===== config.mk =====
export PLATFORM = sky130hd
export DESIGN_NAME = reg_write_arbiter
export DESIGN_NICKNAME = d
export VERILOG_FILES = /design/src/rtl/reg_write_arbiter.sv
export SDC_FILE = /design/constraint.sdc
export NUM_CORES = 1
export LEC_CHECK = 0
export CELL_PAD_IN_SITES_DETAIL_PLACEMENT = 0
export CELL_PAD_IN_SITES_GLOBAL_PLACEMENT = 1
export CORE_UTILIZATION = 24
export CTS_CLUSTER_SIZE = 8
export DETAILED_ROUTE_END_ITERATION = 7
export GPL_ROUTABILITY_DRIVEN = 0
export PLACE_DENSITY_LB_ADDON = 0.12
export SKIP_LAST_GASP = 1
export SLEW_MARGIN = 20
export SYNTH_ARGS = -nofsm -noshare
export SYNTH_HDL_FRONTEND = slang
export SYNTH_SLANG_ARGS = --single-unit

===== constraint.sdc =====
create_clock -name clk -period 1.3 [get_ports clk]
set_clock_uncertainty 0.05 [all_clocks]
set_input_delay 0.325 -clock clk [delete_from_list [all_inputs] [get_ports clk]]
set_output_delay 0.325 -clock clk [all_outputs]
set_load 0.01 [all_outputs]

===== src/rtl/reg_write_arbiter.sv =====
// Two-requester write arbiter for a shared 32x32 register bank: round-robin on ties, one-cycle write latency.
// Optional feature: define REG_ZERO_DROP_EN to accept but suppress writes to register index 0.
module reg_write_arbiter (
    input  logic        clk,
    input  logic        clr,
    input  logic        req0_valid,
    input  logic [4:0]  req0_addr,
    input  logic [31:0] req0_data,
    output logic        req0_ready,
    input  logic        req1_valid,
    input  logic [4:0]  req1_addr,
    input  logic [31:0] req1_data,
    output logic        req1_ready,
    input  logic        wr_stall,
    output logic        wr_en,
    output logic [4:0]  wr_addr,
    output logic [31:0] wr_data,
    output logic        grant_id
);

    // Handshake: a requester transfers on a rising edge where its valid and ready are both 1;
    // ready never depends on addr/data, and at most one ready is high per cycle.
    typedef enum logic {
        PRI0 = 1'b0,
        PRI1 = 1'b1
    } pri_e;

    pri_e        pri_q, pri_d;
    logic        wr_en_q, wr_en_d;
    logic [4:0]  wr_addr_q, wr_addr_d;
    logic [31:0] wr_data_q, wr_data_d;
    logic        grant_q, grant_d;
    logic        xfer0, xfer1;
    logic [4:0]  win_addr;
    logic        do_write;

    always_comb begin
        req0_ready = 1'b0;
        req1_ready = 1'b0;
        if (clr && !wr_stall) begin
            req0_ready = req0_valid && (!req1_valid || pri_q == PRI0);
            req1_ready = req1_valid && (!req0_valid || pri_q == PRI1);
        end
    end

    assign xfer0    = req0_valid && req0_ready;
    assign xfer1    = req1_valid && req1_ready;
    assign win_addr = xfer1 ? req1_addr : req0_addr;

    always_comb begin
        do_write = xfer0 || xfer1;
`ifdef REG_ZERO_DROP_EN
        // The handshake and priority update still happen; only the bank write is dropped.
        if (win_addr == 5'd0) begin
            do_write = 1'b0;
        end
`endif
    end

    always_comb begin
        pri_d     = pri_q;
        wr_en_d   = do_write;
        wr_addr_d = wr_addr_q;
        wr_data_d = wr_data_q;
        grant_d   = grant_q;
        if (xfer0) begin
            pri_d = PRI1;
        end else if (xfer1) begin
            pri_d = PRI0;
        end
        if (do_write) begin
            wr_addr_d = win_addr;
            wr_data_d = xfer1 ? req1_data : req0_data;
            grant_d   = xfer1;
        end
    end

    always_ff @(posedge clk or negedge clr) begin
        if (!clr) begin
            pri_q     <= PRI0;
            wr_en_q   <= 1'b0;
            wr_addr_q <= 5'd0;
            wr_data_q <= 32'd0;
            grant_q   <= 1'b0;
        end else begin
            pri_q     <= pri_d;
            wr_en_q   <= wr_en_d;
            wr_addr_q <= wr_addr_d;
            wr_data_q <= wr_data_d;
            grant_q   <= grant_d;
        end
    end

    assign wr_en    = wr_en_q;
    assign wr_addr  = wr_addr_q;
    assign wr_data  = wr_data_q;
    assign grant_id = grant_q;

endmodule


### Word-level counts from Yosys, hierarchy flattened

Cells that the tools add are included.

* add/subtract/negate cells: 0
* $mul: 0
* divide/modulo/power cells: 0
* order comparisons: 0
* eq/ne operators: 0
* shift-type cells: 0
* mux-type cells: 6
* bitwise operators: 1
* reduce and logical (&&, ||, !) cells: 12

Operators with widths (number)
* 32-bit 2-to-1 mux: 1
* 1-bit logical AND: 5
* 5-bit 2-to-1 mux: 1
* 1-bit 2-to-1 mux: 4
* 1-bit logical NOT: 3
* 1-bit logical OR: 3
* 2-bit nonzero test: 1
* 1-bit NOT: 1

* flip-flop bits (word level): 40
* bits in latches: 0
* memory bits (writable): 0
* bits in read-only memories: 0
* bits of input ports: 79
* word-level logic and storage cells: 24
* memories kept: 0

### Longest topological paths before layout

* word-level depth: 7
* depth in mapped cells: 6

### Least setup slack after synthesis

Ideal clock, no wire load.

* kind: register to register
* start: reg pri_q
* end: reg wr_data_q[10] (netlist: wr_data[10])
* library setup time: 0.104 ns
* arrival: 1.140 ns
* setup slack: 0.006 ns
* cell stages (with the launch flop): 7
* buffers on the path: 2
* path through: dfrtp_1 nand2b_1 nand3_2 inv_2 buf_6 buf_6 o311ai_1

RTL lines
* start: declaration: RTL line 28 `pri_e pri_q, pri_d;`
* start signal: assignment: RTL line 86 `pri_q <= pri_d;`
* 1-bit logical OR *: RTL line 42 `req1_ready = req1_valid && (!req0_valid || pri_q == PRI1);`
* 1-bit logical AND *: RTL line 42
* 1-bit 2-to-1 mux *: RTL line 40 `if (clr && !wr_stall) begin`
* net req1_ready: RTL line 13 `output logic req1_ready,`
* 1-bit logical AND *: RTL line 47 `assign xfer1 = req1_valid && req1_ready;`
* 32-bit 2-to-1 mux / 1-bit logical OR (equally long branches): RTL line 73, 51
* end signal: assignment: RTL line 89 `wr_data_q <= wr_data_d;`
* end: declaration: RTL line 31 `logic [31:0] wr_data_q, wr_data_d;`

Mark *: on every way through the listed nets, which the timed path passes. The rest lies on a longest branch.
A chain may end at the register's enable or synchronous reset.

### Worst setup path in the final report

* start: reg pri_q
* end: out req1_ready

* cells in the longest elaborated chain, start to end: 3

Ends and longest elaborated chain (RTL line)
* 1-bit logical OR: 42
* 1-bit logical AND: 42
* 1-bit 2-to-1 mux: 40
* end: declaration: 13

Every way passes these cells.

==> results.yml <==
power:
  power.net_switching_mw: 1.18
  clockPowerShare_pct: 23.8
  max_vdd_drop_uv: 457
  leakagePower_nw: 1.56
  pwr_density_cell_nw_per_um2: 1060
  power.combinational.fraction_pct: 34.0
  sw_frac_of_total_pct: 31.1
  power.sequential.fraction_pct: 42.2
  internal_power_component_mw: 2.62
timing:
  max_freq_ghz: 0.687
  finalSetupViolations: 39
  slew_headroom_pct: 63.9
  maxSlewViolCount: 0
  slew_at_the_pin_closest_to_its_max_slew_limit_ns: 0.542
  final_hold_vio_count: 0
  period_needed_ns: 1.45
  worst_hold_margin_ns: 0.157
  rsz0062_at_grt: "true"
  post-route-period-util_pct: 112
  timing.final.ws_setup_ns: -0.155
critical_path:
  crit_type: "flop to output pin"
  worst_r2r_path_depth: 5
  slowest_delay_ns: 0.40
  critPathSlowestCell: "sky130_fd_sc_hd__dfrtp_1"
  critical-path-top-delay-family: "flip-flops"
  critical_path.max_fanout: 3
  worst-r2r-setup-slack_ns: -0.15
  critPathRequiredTime_ns: 0.93
  wp_depth: 4
  worst_setup_path_start_kind: "flop"
  critical_path_buf_inv_count: 2
  timing.critical_path.to_type: "output pin"
  worstPathCellList: "nand2b_4 -> nand3_4 -> inv_4 -> buf_6"
  arrival_time_at_the_worst_endpoint_ns: 1.08
detailed_routing:
  via_per_inst: 5.05
  remaining_drc_errors: 0
  wl_per_cell_um: 17.1
  route.final.wire_length_mm: 7.81
  antenna_violating_nets_post_route: 0
  drt_iter0_drcs: 88
  dr_total_vias: 2305
  drtPass1Iterations: 4
global_routing:
  first_pass_grt_wire_length_mm: 11.5
  antenna_violations_before_repair: 0
  grt_use_total_pct: 16.6
  grt_start_max_net_pins: 41
  grt-ovfl-total: 0
  via_count_of_the_first_global_routing_pass: 2239
yosys:
  synth-async-reset-ratio_pct: 100
  syn_area_sq_um: 2100
  postSynthCellCount: 228
  ys_types: 19
  synthFlopType: "sky130_fd_sc_hd__dfrtp_1"
  syn_area_per_cell_sq_um: 9.20
  synth-edff-count: 0
  synth_warnings: 0
  seq_area_frac_synth_pct: 47.7
  syn_nets: 307
  yosys_register_bits: 40
outcome:
  outcome: "finished with violations"
  failed_checks: "setup timing"
cts:
  clock-root-buffer: "sky130_fd_sc_hd__clkbuf_8"
  post_cts_hold_buffer_count: 0
  tritoncts_clock_tree: "done"
  cts.htree.levels: 2
  clkSinkCount: 40
  insertion_delay_ns: 0.28
  cts_buffers: 5
  path_clk_slew_ns: 0.08
  cts.path.max_buffers: 2
floorplan:
  die-width_um: 95.5
  floorplan.initialDensity_pct: 25.1
  die-area_sq_um: 9120
  die_h_um: 95.5
  fp.coreArea_sq_um: 8340
  boundaryPins: 120
  floorplan.rows: 33
cells_and_area:
  n_antenna_cell: 0
  design.final.nets: 430
  layout-drive-gt1-share_pct: 25.6
  area.growth.synth_to_final_pct: 71.0
  final_core_utilization_pct: 43.0
job:
  max_cap_violations: 0
hold_path:
  min_path_type: "primary input to asynchronous set/reset pin"
placed_design:
  place.detailed.hpwl_mm: 4.98
  port_buffers: 119
[synthesized netlist by cell type (2+ instances only)]
cell type	number	share of area [%]
sky130_fd_sc_hd__buf_2	5	1.2
sky130_fd_sc_hd__buf_4	2	0.72
sky130_fd_sc_hd__buf_6	3	1.6
sky130_fd_sc_hd__clkbuf_1	17	3.0
sky130_fd_sc_hd__dfrtp_1	40	48
sky130_fd_sc_hd__inv_1	39	7.0
sky130_fd_sc_hd__nand2b_1	2	0.60
sky130_fd_sc_hd__nand4_1	37	11
sky130_fd_sc_hd__o21ai_0	38	9.1
sky130_fd_sc_hd__o311ai_0	7	2.9
sky130_fd_sc_hd__o311ai_1	30	13
[cell families (layout without fill, tap and decap cells)]
logic type,count (synthesis),count (layout),synth area share (%)
simple gates,44,44,13.4
buf+inv,67,190,13.7
flops,40,40,47.7
compound gates,77,77,25.1
[area by class of cell]
class	count	area, sq um
clock buffer	7	96.3
fill	857	4750
inverter	40	153
multi-input combinational	121	932
sequential	40	1000
tap	105	131
timing repair buffer	143	1270
[repair_timing]
action	4_1_cts	5_1_grt
gates cloned	0	1
gates resized for setup	126	47
buffers inserted	3	4
pin swaps	2	0
setup endpoints to repair	79	69
[metal layers]
| metal | global-route usage [%] | share of wire (%) | vias to the layer above | wire length, um |
|---|---|---|---|---|
| met2 | 25.8 | 45 | 87 | 3550 |
| met5 | 0 | 0 | - | 0 |
| met1 | 22.3 | 45 | 1121 | 3550 |
| li1 | - | - | 1092 | - |
| met4 | 3.36 | 0.54 | 0 | 42 |
| met3 | 5.66 | 8.5 | 5 | 667 |
[worst register-to-register path, cell delays in order, from the launching register on]
cell,delay [ns]
sky130_fd_sc_hd__dfrtp_1,0.40
sky130_fd_sc_hd__nand2b_4,0.16
sky130_fd_sc_hd__nand3_4,0.07
sky130_fd_sc_hd__inv_4,0.05
sky130_fd_sc_hd__clkbuf_8,0.26
sky130_fd_sc_hd__o311ai_0,0.36
[metrics by stage]
step	TNS (ns)	setup WS [ns]	cell area (sq um)	instances	total power [mW]
after global routing	-6.04	-0.201	3590	456	4.02
after CTS	-5.45	-0.189	3600	451	3.89
after floorplan	0	0.00635	2100	228	2.13
after detailed placement	-33.78	-0.934	3460	442	3.04
final	-3.68	-0.155	3590	456	3.80
after global placement	-32.29	-0.843	3460	442	3.03
[cells in the final DEF (no fill, tap or decap), drive strengths merged]
cell type	instances
nand2b	2
a21o	1
inv	40
and3	1
nand2	1
clkdlybuf4s50	74
nor2	1
o21ai	39
buf	44
nor2b	1
dlygate4sd2	1
nand4	37
nand3	1
clkbuf	27
dfrtp	40
clkdlybuf4s15	4
o311ai	37
[path summary, 6_finish.rpt]
path	from	endpoint
max	pri_q$_DFFE_PN0P_	req1_ready
min	clr	grant_id$_DFFE_PN0P_
max reg2reg	pri_q$_DFFE_PN0P_	wr_data[21]$_DFFE_PN0P_
min reg2reg	wr_data[4]$_DFFE_PN0P_	wr_data[4]$_DFFE_PN0P_
max in group asynchronous	clr	wr_data[23]$_DFFE_PN0P_
min in group clk	wr_data[4]$_DFFE_PN0P_	wr_data[4]$_DFFE_PN0P_
[state kept, by name (all words and copies together) (netlist names)]
name and count:
grant_id 1, wr_data 32, pri_q 1, wr_en 1
wr_addr 5
[power groups by stage]
stage                     combinational (mW)  sequential (mW)  clock (mW)
after floorplan                        0.406             1.73           0
after global placement                  1.41             1.63           0
after detailed placement                1.41             1.63           0
after CTS                               1.34             1.61       0.945
after global routing                    1.40             1.63       0.991
final                                   1.29             1.60       0.903
Note: power is estimated with default switching activity, not from simulation.
